--- src/rtl/prog_loader_if.sv ---
// Host-to-loader byte stream plus the instruction-memory write port and status flags.
// The host side drives start/rx_*; the loader drives everything else.
interface prog_loader_if;
  logic        start;
  logic [7:0]  rx_data;
  logic        rx_valid;
  logic        rx_ready;
  logic        we;
  logic [31:0] d;
  logic [8:0]  a;
  logic        exec;
  logic        busy;
  logic        done;
  logic        err;

  modport master (
    output start, rx_data, rx_valid,
    input  rx_ready, we, d, a, exec, busy, done, err
  );

  modport slave (
    input  start, rx_data, rx_valid,
    output rx_ready, we, d, a, exec, busy, done, err
  );
endinterface

--- src/rtl/prog_loader.sv ---
// Program loader: receives a length-prefixed, checksummed byte frame and writes
// big-endian 32-bit words into instruction memory, enabling execution on success.
module prog_loader (
  input  logic          clk,
  input  logic          rst,
  prog_loader_if.slave  bus
);

  typedef enum logic [2:0] {
    IDLE, LEN_HI, LEN_LO, DATA, WRITE, CHK, RUN, ERROR
  } state_t;

  state_t      state, state_nxt;
  logic [15:0] len;
  logic [9:0]  idx;
  logic [1:0]  byte_cnt;
  logic [23:0] word;
  logic [7:0]  acc;
  logic [31:0] d_q;
  logic [8:0]  a_q;
  logic        done_q;

  logic        rdy;
  logic        accept;
  logic        rearm;
  logic [15:0] len_rx;
  logic [15:0] idx_inc;

  always_ff @(posedge clk or posedge rst) begin
    if (rst) state <= IDLE;
    else     state <= state_nxt;
  end

  // idx counts completed writes; the WRITE cycle compares the post-increment value to N.
  always_comb begin
    state_nxt = state;
    rdy       = 1'b0;
    rearm     = 1'b0;
    len_rx    = {len[15:8], bus.rx_data};
    idx_inc   = {6'd0, idx} + 16'd1;
    unique case (state)
      IDLE, RUN, ERROR: begin
        if (bus.start) begin
          rearm     = 1'b1;
          state_nxt = LEN_HI;
        end
      end
      LEN_HI: begin
        rdy = 1'b1;
        if (bus.rx_valid) state_nxt = LEN_LO;
      end
      LEN_LO: begin
        rdy = 1'b1;
        if (bus.rx_valid) begin
          if (len_rx == 16'd0 || len_rx > 16'd512) state_nxt = ERROR;
          else                                     state_nxt = DATA;
        end
      end
      DATA: begin
        rdy = 1'b1;
        if (bus.rx_valid && byte_cnt == 2'd3) state_nxt = WRITE;
      end
      WRITE: begin
        if (idx_inc == len) state_nxt = CHK;
        else                state_nxt = DATA;
      end
      CHK: begin
        rdy = 1'b1;
        if (bus.rx_valid) begin
          if (bus.rx_data == acc) state_nxt = RUN;
          else                    state_nxt = ERROR;
        end
      end
      default: state_nxt = IDLE;
    endcase
  end

  assign accept = rdy & bus.rx_valid;

  always_ff @(posedge clk or posedge rst) begin
    if (rst) begin
      len      <= '0;
      idx      <= '0;
      byte_cnt <= '0;
      word     <= '0;
      acc      <= '0;
      d_q      <= '0;
      a_q      <= '0;
      done_q   <= 1'b0;
    end else begin
      done_q <= 1'b0;
      if (rearm) begin
        len      <= '0;
        idx      <= '0;
        byte_cnt <= '0;
        acc      <= '0;
      end
      if (state == LEN_HI && accept) len[15:8] <= bus.rx_data;
      if (state == LEN_LO && accept) len[7:0]  <= bus.rx_data;
      // The write port is latched on the 4th byte so d/a are stable through WRITE and after it.
      if (state == DATA && accept) begin
        word     <= {word[15:0], bus.rx_data};
        acc      <= acc ^ bus.rx_data;
        byte_cnt <= byte_cnt + 2'd1;
        if (byte_cnt == 2'd3) begin
          d_q <= {word, bus.rx_data};
          a_q <= idx[8:0];
        end
      end
      if (state == WRITE) idx <= idx + 10'd1;
      if (state == CHK && accept && bus.rx_data == acc) done_q <= 1'b1;
    end
  end

  assign bus.rx_ready = rdy;
  assign bus.we       = (state == WRITE);
  assign bus.d        = d_q;
  assign bus.a        = a_q;
  assign bus.exec     = (state == RUN);
  assign bus.err      = (state == ERROR);
  assign bus.busy     = !(state == IDLE || state == RUN || state == ERROR);
  assign bus.done     = done_q;

endmodule
--- src/flat_wrapper.sv ---
// flat-port wrapper written by rule: the top's interface ports become plain ports
module prog_loader_flat 
  (clk, rst, bus_start, bus_rx_data, bus_rx_valid, bus_rx_ready, bus_we, bus_d, bus_a, bus_exec, bus_busy, bus_done, bus_err);
  prog_loader_if bus_i ();
  input  logic clk;
  input  logic rst;
  input wire logic [$bits(bus_i.start)-1:0] bus_start;
  input wire logic [$bits(bus_i.rx_data)-1:0] bus_rx_data;
  input wire logic [$bits(bus_i.rx_valid)-1:0] bus_rx_valid;
  output wire logic [$bits(bus_i.rx_ready)-1:0] bus_rx_ready;
  output wire logic [$bits(bus_i.we)-1:0] bus_we;
  output wire logic [$bits(bus_i.d)-1:0] bus_d;
  output wire logic [$bits(bus_i.a)-1:0] bus_a;
  output wire logic [$bits(bus_i.exec)-1:0] bus_exec;
  output wire logic [$bits(bus_i.busy)-1:0] bus_busy;
  output wire logic [$bits(bus_i.done)-1:0] bus_done;
  output wire logic [$bits(bus_i.err)-1:0] bus_err;
  assign bus_i.start = bus_start;
  assign bus_i.rx_data = bus_rx_data;
  assign bus_i.rx_valid = bus_rx_valid;
  assign bus_rx_ready = bus_i.rx_ready;
  assign bus_we = bus_i.we;
  assign bus_d = bus_i.d;
  assign bus_a = bus_i.a;
  assign bus_exec = bus_i.exec;
  assign bus_busy = bus_i.busy;
  assign bus_done = bus_i.done;
  assign bus_err = bus_i.err;
  prog_loader u_core (.clk(clk), .rst(rst), .bus(bus_i));
endmodule
--- config.mk ---
export PLATFORM = sky130hd
export DESIGN_NAME = prog_loader_flat
export DESIGN_NICKNAME = d
export VERILOG_FILES = /design/src/rtl/prog_loader_if.sv /design/src/rtl/prog_loader.sv /design/src/flat_wrapper.sv
export SDC_FILE = /design/constraint.sdc
export NUM_CORES = 1
export LEC_CHECK = 0
export CORE_MARGIN = 2
export CORE_UTILIZATION = 50
export DETAILED_ROUTE_END_ITERATION = 12
export PLACE_DENSITY_LB_ADDON = 0.25
export SYNTH_ARGS = -nofsm -noshare
export SYNTH_HDL_FRONTEND = slang
export SYNTH_SLANG_ARGS = --single-unit
export TNS_END_PERCENT = 30
--- constraint.sdc ---
create_clock -name clk -period 11.2 [get_ports clk]
set_clock_uncertainty 0.1 [all_clocks]
set_input_delay 2.24 -clock clk [delete_from_list [all_inputs] [get_ports clk]]
set_output_delay 2.24 -clock clk [all_outputs]
set_load 0.01 [all_outputs]
# Word level (Yosys, flattened, before mapping)
# Index checks and enable logic that the tools add are counted.
# totals
reg_bits	105
latch_bits	0
mem_bits_rw	0
rom_bits	0
input_bits	12
output_inout_bits	47
elab_cells	73
n_memories	0
# op_classes
n_addsub	3
n_mul	0
div_mod_pow	0
order_cmp	1
eq_ne	15
n_shift	0
n_mux	22
n_bitwise	2
reduce_logical	20
# op_table
op	n
2-to-1 mux 8 bit	4
2-to-1 mux 3 bit	7
2-to-1 mux 10 bit	2
case mux 3 bit (6 select lines)	1
== test 16 bit	1
greater-than comparator 16 x 10 -> 1 bit (second input constant)	1
logical NOT 16 bit	1
2-to-1 mux 16 bit	1
== test 3 bit (second input constant)	4
adder 10 x 1 -> 11 bit (second input constant)	1
adder 10 x 1 -> 10 bit (second input constant)	1
== test 8 bit	1
!= test 2 bit (second input constant)	4
nonzero test 2 bit	4
bitwise XOR 8 bit	1
== test 3 x 2 -> 1 bit (second input constant)	2
logical AND 1 bit	6
2-to-1 mux 1 bit	5
AND reduction 5 bit	1
2-to-1 mux 2 bit	2
OR reduction 4 bit	1
== test 3 x 1 -> 1 bit (second input constant)	1
logical NOT 3 bit	1
logical OR 1 bit	3
other kinds (7)	7

# Depth between registers and ports, before layout
# Gate-level depths: netlist (run 1).
# depth
word_depth	7
depth_mapped	8
mapped_depth_nobuf	7

# Worst setup path before layout (run 1)
# Ideal clock, no wire load.
# synth_timing
kind	in2reg
start	in bus_rx_valid
end	reg u_core.a_q[0], in the netlist u_core.bus.a[0]
arrival_time_ns	3.390
path_slack_ns	7.585
stages	5
n_path_buf	1
path_cell_list	nand2_1 -> nor2_1 -> nand2_1 -> clkbuf_1 -> mux2_2
# synth_between
elab_chain_len	3
# synth_lines
element	line_no	rtl
start: declaration	flat_wrapper.sv:9	input wire logic [$bits(bus_i.rx_valid)-1:0] bus_rx_valid;
bitwise AND 1 bit	prog_loader.sv:78	assign accept = rdy & bus.rx_valid;
logical AND 1 bit	prog_loader.sv:101	if (state == DATA && accept) begin
AND reduction 2 bit (no source line)	--	
end signal: assignment	prog_loader.sv:107	a_q <= idx[8:0];
end: declaration	prog_loader.sv:20	logic [8:0] a_q;
# Every way passes these cells.
# A chain may end at the register's enable or synchronous reset.

# Final worst setup path (run 1)
# layout_timing
start	in bus_rx_valid
end	reg u_core.a_q[8], in the netlist u_core.bus.a[8]
# The elaborated chain is that of the path after synthesis.

==> impl_metrics.yaml, run 1 <==
route:
  detail_route.wirelength_mm: 9.849
  ant_nets: 0
  vias: 3438
  drc: 0
  wire_per_inst_um: 16.20
  vias_per_cell: 5.655
  drtPass1Iterations: 4
  drtIter0Drc: 209
clock_network:
  hold_buffers: 0
  cts_resized: 0
  cts_buffers: 9
  cts_buffer_depth: 2
  worstSkewPairLatency_ns: 0.37
  cts_sinks: 105
  cts_max_level: 3
  clk_pin_slew_worst_paths_ns: 0.10
  post_cts_buffers: 0
  cts-root-buf: "clkbuf_8"
  cts_tree: "built"
global_routing:
  grt_pass1_vias: 3341
  grtUsageTotal_pct: 21.52
  grt_max_degree: 54
  antenna_found_initial: 0
  grt_overflow: 0
  grt_pass1_wl_mm: 17.11
sta:
  setup_tns_ns: 0
  min_period_over_period_pct: 44.71
  fin_crit_ns: 5.007
  maxSlewViolCount: 0
  max_freq_mhz: 199.7
  maxSlewHeadroom_pct: 30.86
  setup_viol: 0
  rsz0062_at_grt: "false"
  worst-slew-pin-transition_ns: 1.036
  hold_violations: 0
yosys:
  ys.flop_type: "dfrtp_1"
  synth.top_cell.area_share_pct: 56.16
  synth_area_um2: 4678
  synth_area_leaders: "dfrtp_1 56%, mux2_2 9.1%, nand2_1 7.7%"
  async_flop_share_pct: 100.0
  synth_cells: 445
  syn-num-nets: 459
  synth_edf_count: 0
  ys_ff_latch: 105
  seq_area_frac_synth_pct: 56.16
  ys_types: 46
  yosys_warnings: 0
  synth_area_per_cell_um2: 10.51
  synth_area_leader_cell: "dfrtp_1"
finish:
  layout-drive-gt1-share_pct: 13.28
  diodes: 0
  post-route-util_pct: 60.75
  syn2layout_area_growth_pct: 18.86
  num-nets-final: 506
  multi_input_area_um2: 1923
  nFillCells: 777
  register_area_um2: 2628
floorplan:
  die_h_um: 100.7
  start_util_pct: 51.11
  die-area_um2: 10150
  ioPinCount: 59
  fp.dieW_um: 100.7
  core_area_um2: 9153
  rows: 35
power_and_ir_drop:
  internal_power_uw: 847.7
  powerDensity_nw_per_um2: 234.2
  p_leak_uw: 0.002615
  p_seq_share_pct: 46.6
  switchingPower_uw: 454.5
  peakVddDrop_mv: 0.1151
  comb_power_share_pct: 32.7
  switching_share_pct: 34.90
  p_clk_share_pct: 20.7
setup_path:
  path_cells: "clkdlybuf4s50_1 > nand2_1 > nor2_2 > nand2_2 > mux2_2"
  cp.required_ns: 11.35
  path_class: "input pin to register"
  crit_arrival_ns: 5.16
  end_kind: "register"
  critPathTopFamily: "simple AND/OR/NAND/NOR gates"
  critPathBufInv: 1
  setup.worst_path.start_class: "input pin"
  crit_slowest_cell: "nor2_2"
  slowest_delay_ns: 0.82
  cp_max_fo: 44
placement:
  io_buffers: 58
  hpwl_mm: 6.643
  gp_congestion: 0.8270
status:
  outcome: "finished, final reports clean"
job:
  drv_cap: 0
min_path:
  hold_path_class: "register to register"
[Yosys cell counts (6+ instances only)]
cell type	count
xor2_1	10
a22o_1	18
o21ai_0	33
mux2_2	38
dfrtp_1	105
nand3_1	9
inv_1	10
nand2_1	96
nor2_1	23
clkbuf_1	19
nor3_1	7
a21oi_1	9
xnor2_1	9
nand2b_1	6
[layer usage]
metal	wire, um	track usage (%)	up-vias
met1	4707	32.50	1711
met5	0	0	-
met4	137	7.376	0
li1	-	-	1629
met3	377	2.843	13
met2	4626	32.21	85
[sequential cells by signal (all words and copies together) (netlist names)]
| register | flops |
|---|---|
| u_core.word | 24 |
| u_core.bus.a | 9 |
| u_core.state | 3 |
| u_core.acc | 8 |
| u_core.bus.d | 32 |
| u_core.bus.done | 1 |
| u_core.idx | 10 |
| u_core.byte_cnt | 2 |
| u_core.len | 16 |
[layout make-up]
type / instances / share of cell area, %
clock inverters: 7 / 2.003
inverters: 10 / 0.7201
well taps: 111 / 2.498
multi-input cells: 306 / 34.59
clock buffers: 9 / 2.228
flip-flops and latches: 105 / 47.25
repair buffers: 60 / 10.71
[cell usage in the layout, fill, tap and decap left out, drive strengths merged, types with 3 or more instances in the layout]
master	instances
clkbuf	9
a21oi	9
and3	3
inv	12
o21a	3
nor2b	3
clkdlybuf4s50	58
a22o	18
o21ai	33
dfrtp	105
o22ai	3
nor2	23
nand4	3
nand2b	6
xnor2	9
or3	4
mux2	38
nor3	7
o211ai	3
nand2	98
xor2	10
nand3	10
[final timing paths]
kind | start | to | slack, ns | cells past startpoint
worst max-delay path | bus_rx_valid | u_core.bus.a[8] | 6.19 | 5
worst min-delay path | u_core.word[16] | u_core.word[16] | 0.39 | 2
worst max register to register | u_core.state[0] | u_core.bus.a[8] | 7.98 | 4
worst min register to register | u_core.word[16] | u_core.word[16] | 0.39 | 2
max in group asynchronous | rst | u_core.len[15] | 7.69 | 3
min in group asynchronous | rst | u_core.bus.d[26] | 2.19 | 2
[power groups by stage]
| stage | registers [uW] | clock network [uW] | logic, uW |
|---|---|---|---|
| floorplan | 593 | 0 | 274 |
| global placement | 607 | 0 | 412 |
| detailed placement | 613 | 0 | 425 |
| CTS | 606 | 273 | 429 |
| global route | 625 | 289 | 478 |
| finish | 606 | 270 | 426 |
[kinds of logic (layout without fill, tap and decap cells)]
group                    after synthesis  after routing  synth area share [%]
buffers and inverters                 34             86                 2.835
AND/OR/NAND/NOR                      165            165                 15.81
adder cells (fa/ha/maj)                2              2                0.5348
multiplexers                          38             38                 9.147
flip-flops                           105            105                 56.16
AO/OA/AOI/OAI                         82             82                 11.96
XOR/XNOR                              19             19                 3.557
[worst reg2reg max path, stage by stage (launching register included)]
cell and delay, ns:
dfrtp_1 0.61, nand2_1 0.19, nor2_2 0.82, nand2_2 0.81, mux2_2 0.56
[stage by stage]
step | hold WS, ns | area (um2) | power [uW] | cells | setup slack (ns)
3_3_place_gp | 0.3594 | 5325 | 1020 | 592 | 5.815
5_1_grt | 0.4140 | 5560 | 1393 | 608 | 5.924
3_5_place_dp | 0.3639 | 5325 | 1039 | 592 | 5.710
6_report | 0.3867 | 5560 | 1302 | 608 | 6.193
2_1_floorplan | 0.3418 | 4678 | 867.6 | 445 | 6.099
4_1_cts | 0.3907 | 5560 | 1308 | 608 | 6.118
Note: power is estimated with default switching activity, not from simulation.
==> run 2, diff against run 1 <==
==> constraint.sdc (replaced) <==
create_clock -name clk -period 4.4 [get_ports clk]
set_clock_uncertainty 0.1 [all_clocks]
set_input_delay 0.88 -clock clk [delete_from_list [all_inputs] [get_ports clk]]
set_output_delay 0.88 -clock clk [all_outputs]
set_load 0.01 [all_outputs]
==> run 2 against run 1 <==
Net effect:
- utilization fell by 0.29 points
- total power rose by 150%
- wire length fell by 0.68%
- combinational power rose to 2.6 times the previous value
- global-route usage fell by 0.48 points
- hold slack got worse by 0.0049 ns
- register-to-register slack got worse by 6.2 ns
- die area did not move
- critical path depth fell by 2
- critical path type is now register to primary output
==> impl_metrics.yaml, run 2 (same netlist as run 1, synthesis figures left out) <==
clock_network:
  cts_buffers: 9
  cts-root-buf: "clkbuf_8"
  cts_resized: 0
  hold_buffers: 0
  cts_tree: "built"
  cts_sinks: 105
  cts_buffer_depth: 2
  post_cts_buffers: 0
  cts_max_level: 3
  clk_pin_slew_worst_paths_ns: 0.11
  worstSkewPairLatency_ns: 0.35
route:
  drc: 0
  drtPass1Iterations: 4
  drtIter0Drc: 224
  ant_nets: 0
  wire_per_inst_um: 16.06
  detail_route.wirelength_mm: 9.782
  vias: 3452
  vias_per_cell: 5.668
setup_path:
  cp_max_fo: 15
  rrSetupSlack_ns: 1.82
  timing.rr.start: "u_core.idx[0]"
  setup.worst_path.start_class: "register"
  cp.required_ns: 3.42
  crit_path_end: "bus_we"
  end_kind: "primary output"
  cp-startpoint: "u_core.state[2]"
  path_cells: "nand2_1 > inv_1 > clkdlybuf4s50_1"
  r2r-end: "u_core.state[1]"
  slowest_delay_ns: 0.61
  r2r_cells: 7
  crit_arrival_ns: 2.23
  critPathBufInv: 2
  crit_slowest_cell: "clkdlybuf4s50_1"
  cp.depth: 3
  critPathTopFamily: "buffers and inverters"
  path_class: "register to primary output"
power_and_ir_drop:
  p_leak_uw: 0.002610
  powerDensity_nw_per_um2: 584.1
  peakVddDrop_mv: 0.3153
  power_uw: 3232
finish:
  layout.cells.non_filler: 609
  final_cell_mix: "105 x dfrtp_1, 95 x nand2_1, 58 x clkdlybuf4s50_1, 38 x mux2_2, 33 x o21ai_0"
  largest_reg_flops: 32
  final_common_cell: "dfrtp_1"
  diodes: 0
  register_area_um2: 2628
  syn2layout_area_growth_pct: 18.29
  num-nets-final: 507
  layout-drive-gt1-share_pct: 13.25
  nFillCells: 788
  final_cell_area_um2: 5534
  multi_input_area_um2: 1923
floorplan:
  fp.dieW_um: 100.7
  rows: 35
  start_util_pct: 51.11
  die_h_um: 100.7
  ioPinCount: 59
  die-area_um2: 10150
  core_area_um2: 9153
placement:
  io_buffers: 58
  dpl.cell_count: 593
  place_area_um2: 5333
  hpwl_mm: 6.576
  gp_congestion: 0.8452
global_routing:
  grt_pass1_wl_mm: 16.75
  grtUsageTotal_pct: 21.04
  grt_overflow: 0
  grt_pass1_vias: 3331
  antenna_found_initial: 0
  grt_max_degree: 90
sta:
  maxSlewViolCount: 0
  maxSlewHeadroom_pct: 28.87
  worst-slew-pin-transition_ns: 1.067
  max_freq_mhz: 311.4
  fin_crit_ns: 3.211
  hold_violations: 0
  min_period_over_period_pct: 72.98
  setup_viol: 0
  rsz0062_at_grt: "false"
  setup_tns_ns: 0
min_path:
  hold_path_class: "register to register"
status:
  outcome: "finished, final reports clean"
job:
  drv_cap: 0
run 2: cell count changes in the layout (fill, tap and decap cells not counted):
cell,before,now
inv_6,1,2
clkinv_8,1,0
buf_4,2,3
clkinv_2,0,1
inv_8,1,0
bufinv_16,2,1
clkbuf_1,0,1
clkinvlp_4,2,1
clkbuf_8,9,10
run 2: metal layers:
layer | GRT usage, % | share of wire, % | wire length [um]
met5 | 0 | 0 | 0
met4 | 7.587 | 1.7 | 163
met3 | 3.745 | 5.1 | 503
met2 | 31.18 | 46 | 4497
met1 | 31.22 | 47 | 4618
run 2: area by class of cell:
class                   instances  area share, %
flip-flops and latches        105          47.48
multi-input cells             306          34.75
repair buffers                 61          10.90
clock buffers                  11          2.555
well taps                     111          2.510
clock inverters                 5          1.085
inverters                      10         0.7235
run 2: power by group:
group / switching, uW / total, uW / leakage, uW / internal (uW)
registers: 262 / 1540 / 0.00141 / 1280
clock network: 326 / 609 / 0.000100 / 283
logic: 532 / 1090 / 0.00110 / 555
total: 1120 / 3230 / 0.00261 / 2110
run 2: through the flow:
stage | setup slack (ns) | util [%] | hold WS [ns]
floorplan | 0.6595 | - | 0.3418
global placement | 1.051 | 58.26 | 0.3565
detailed placement | 1.002 | 58.26 | 0.3642
CTS | 1.200 | 60.46 | 0.3903
global route | 1.024 | 60.46 | 0.4180
finish | 1.189 | 60.46 | 0.3819
run 2: worst min path at each step:
stage	start	end	slack, ns	cells past startpoint
2_1_floorplan	u_core.word[16]	u_core.word[16]	0.34	2
3_3_place_gp	u_core.word[23]	u_core.word[23]	0.36	2
3_5_place_dp	u_core.word[17]	u_core.word[17]	0.36	2
4_1_cts	u_core.word[17]	u_core.word[17]	0.39	2
5_1_grt	u_core.word[21]	u_core.word[21]	0.42	2
6_report	u_core.word[17]	u_core.word[17]	0.38	2
run 2: worst min-delay path, stage by stage, from the launching register on:
cell and delay, ns:
dfrtp_1 0.36, nand2_1 0.05, nand2_1 0.05
==> run 3, diff against run 2 <==
==> constraint.sdc (replaced) <==
create_clock -name clk -period 3.3 [get_ports clk]
set_clock_uncertainty 0.1 [all_clocks]
set_input_delay 0.66 -clock clk [delete_from_list [all_inputs] [get_ports clk]]
set_output_delay 0.66 -clock clk [all_outputs]
set_load 0.01 [all_outputs]
==> run 3 against run 2 <==
Net effect:
- hold slack better by 0.0015 ns
- setup slack worse by 0.63 ns
- clock power is 26% higher
- largest cell class unchanged
- sequential power is 34% higher
- critical endpoint unchanged
- design area is 1.1% higher
- sequential share of layout area is 0.50 points lower
- global-route usage is 0.92 points higher
- count of clock-buffer cells in the layout is 1 higher
==> impl_metrics.yaml, run 3 (same netlist as run 1, synthesis figures left out) <==
status:
  outcome: "finished, final reports clean"
clock_network:
  clk_pin_slew_worst_paths_ns: 0.10
  cts_sinks: 105
  worstSkewPairLatency_ns: 0.36
  hold_buffers: 0
  cts_buffers: 9
  cts-root-buf: "clkbuf_8"
  cts_buffer_depth: 2
  cts_tree: "built"
  cts_max_level: 3
  post_cts_buffers: 0
  cts_resized: 0
setup_path:
  slowest_delay_ns: 0.62
  cp_max_fo: 15
  setup.worst_path.start_class: "register"
  crit_arrival_ns: 1.98
  end_kind: "primary output"
  cp.required_ns: 2.54
  r2r-end: "u_core.state[1]"
  r2r_cells: 6
  path_cells: "nand2_1 > inv_1 > clkdlybuf4s50_1"
  path_class: "register to primary output"
  crit_slowest_cell: "dfrtp_1"
  rrSetupSlack_ns: 0.78
  timing.rr.start: "u_core.idx[3]"
sta:
  max_freq_mhz: 364.8
  hold_violations: 0
  setup_viol: 0
  fin_crit_ns: 2.741
  maxSlewViolCount: 0
  maxSlewHeadroom_pct: 54.42
  min_period_over_period_pct: 83.06
  rsz0062_at_grt: "false"
  worst-slew-pin-transition_ns: 0.6811
  setup_tns_ns: 0
min_path:
  holdPathStages: 2
  min_to: "u_core.word[16]"
  hold_path_class: "register to register"
  hold_path.startpoint: "u_core.word[16]"
finish:
  syn2layout_area_growth_pct: 19.55
  nFillCells: 736
  layout-drive-gt1-share_pct: 14.29
  post-route-util_pct: 61.11
  num-nets-final: 513
  final_common_cell: "dfrtp_1"
  largest_reg_flops: 32
  diodes: 0
  final_cell_mix: "105 x dfrtp_1, 95 x nand2_1, 58 x clkdlybuf4s50_1, 38 x mux2_2, 33 x o21ai_0"
route:
  vias_per_cell: 5.711
  detail_route.wirelength_mm: 10.40
  drtIter0Drc: 167
  ant_nets: 0
  drc: 0
  vias: 3512
  wire_per_inst_um: 16.91
  drtPass1Iterations: 4
placement:
  hpwl_mm: 7.099
  gp_congestion: 0.9434
  io_buffers: 58
global_routing:
  grt_pass1_wl_mm: 17.29
  grtUsageTotal_pct: 21.96
  antenna_found_initial: 0
  grt_pass1_vias: 3461
  grt_max_degree: 106
  grt_overflow: 0
floorplan:
  die_h_um: 100.7
  fp.dieW_um: 100.7
  ioPinCount: 59
  core_area_um2: 9153
  rows: 35
  start_util_pct: 51.11
  die-area_um2: 10150
power_and_ir_drop:
  p_leak_uw: 0.002640
  peakVddDrop_mv: 0.4269
  powerDensity_nw_per_um2: 772.3
job:
  drv_cap: 0
## run 3: changes by cell type in the layout (fill, tap and decap cells not counted), sizes merged
cell / delta
buf: +6
bufinv: -1
clkbuf: +1
clkinvlp: +1
inv: -1
## run 3: worst max-delay path by stage
stage,start,to,slack [ns],cells past startpoint
floorplan,u_core.idx[3],u_core.state[1],1.12,8
global placement,bus_rx_valid,u_core.acc[5],0.75,7
detailed placement,bus_rx_valid,u_core.acc[3],0.68,7
CTS,u_core.state[2],bus_we,0.56,3
global route,u_core.state[2],bus_we,0.45,3
finish,u_core.state[2],bus_we,0.56,3
## run 3: report_power, final
group	internal (uW)	total [uW]	switching [uW]	leakage, uW
clock network	324	765	441	0.0000936
registers	1700	2070	368	0.00141
logic	755	1490	731	0.00114
total	2780	4320	1540	0.00264
## run 3: final cells by class
| class | count | area, um2 | share of cell area, % |
|---|---|---|---|
| Timing Repair Buffer | 67 | 673.1 | 12.04 |
| Tap cell | 111 | 138.9 | 2.483 |
| Inverter | 10 | 41.29 | 0.7383 |
| Sequential cell | 105 | 2628 | 46.98 |
| Multi-Input combinational cell | 306 | 1923 | 34.38 |
| Clock buffer | 12 | 155.1 | 2.774 |
| Clock inverter | 4 | 33.78 | 0.6040 |
## run 3: per-stage QoR
stage          hold slack [ns]  total power [uW]  std cells  instance area, um2  setup slack [ns]
2_1_floorplan           0.3418              2945        445                4682             1.118
3_3_place_gp            0.3574              3508        599                5404            0.7511
3_5_place_dp            0.3667              3572        599                5404            0.6753
4_1_cts                 0.3912              4345        615                5593            0.5590
5_1_grt                 0.4165              4613        615                5593            0.4514
6_report                0.3834              4319        615                5593            0.5590
## run 3: worst max-delay path, delay by kind of cell (launching register included)
kind                   cells  cell delay, ns
buffers and inverters      2            0.68
flip-flops                 1            0.62
AND/OR/NAND/NOR            1            0.31
## run 3: metal layers
layer	part of all wire (%)	track usage [%]
met1	46	30.80
met2	48	34.15
met3	4.0	3.121
met4	1.7	9.905
met5	0	0
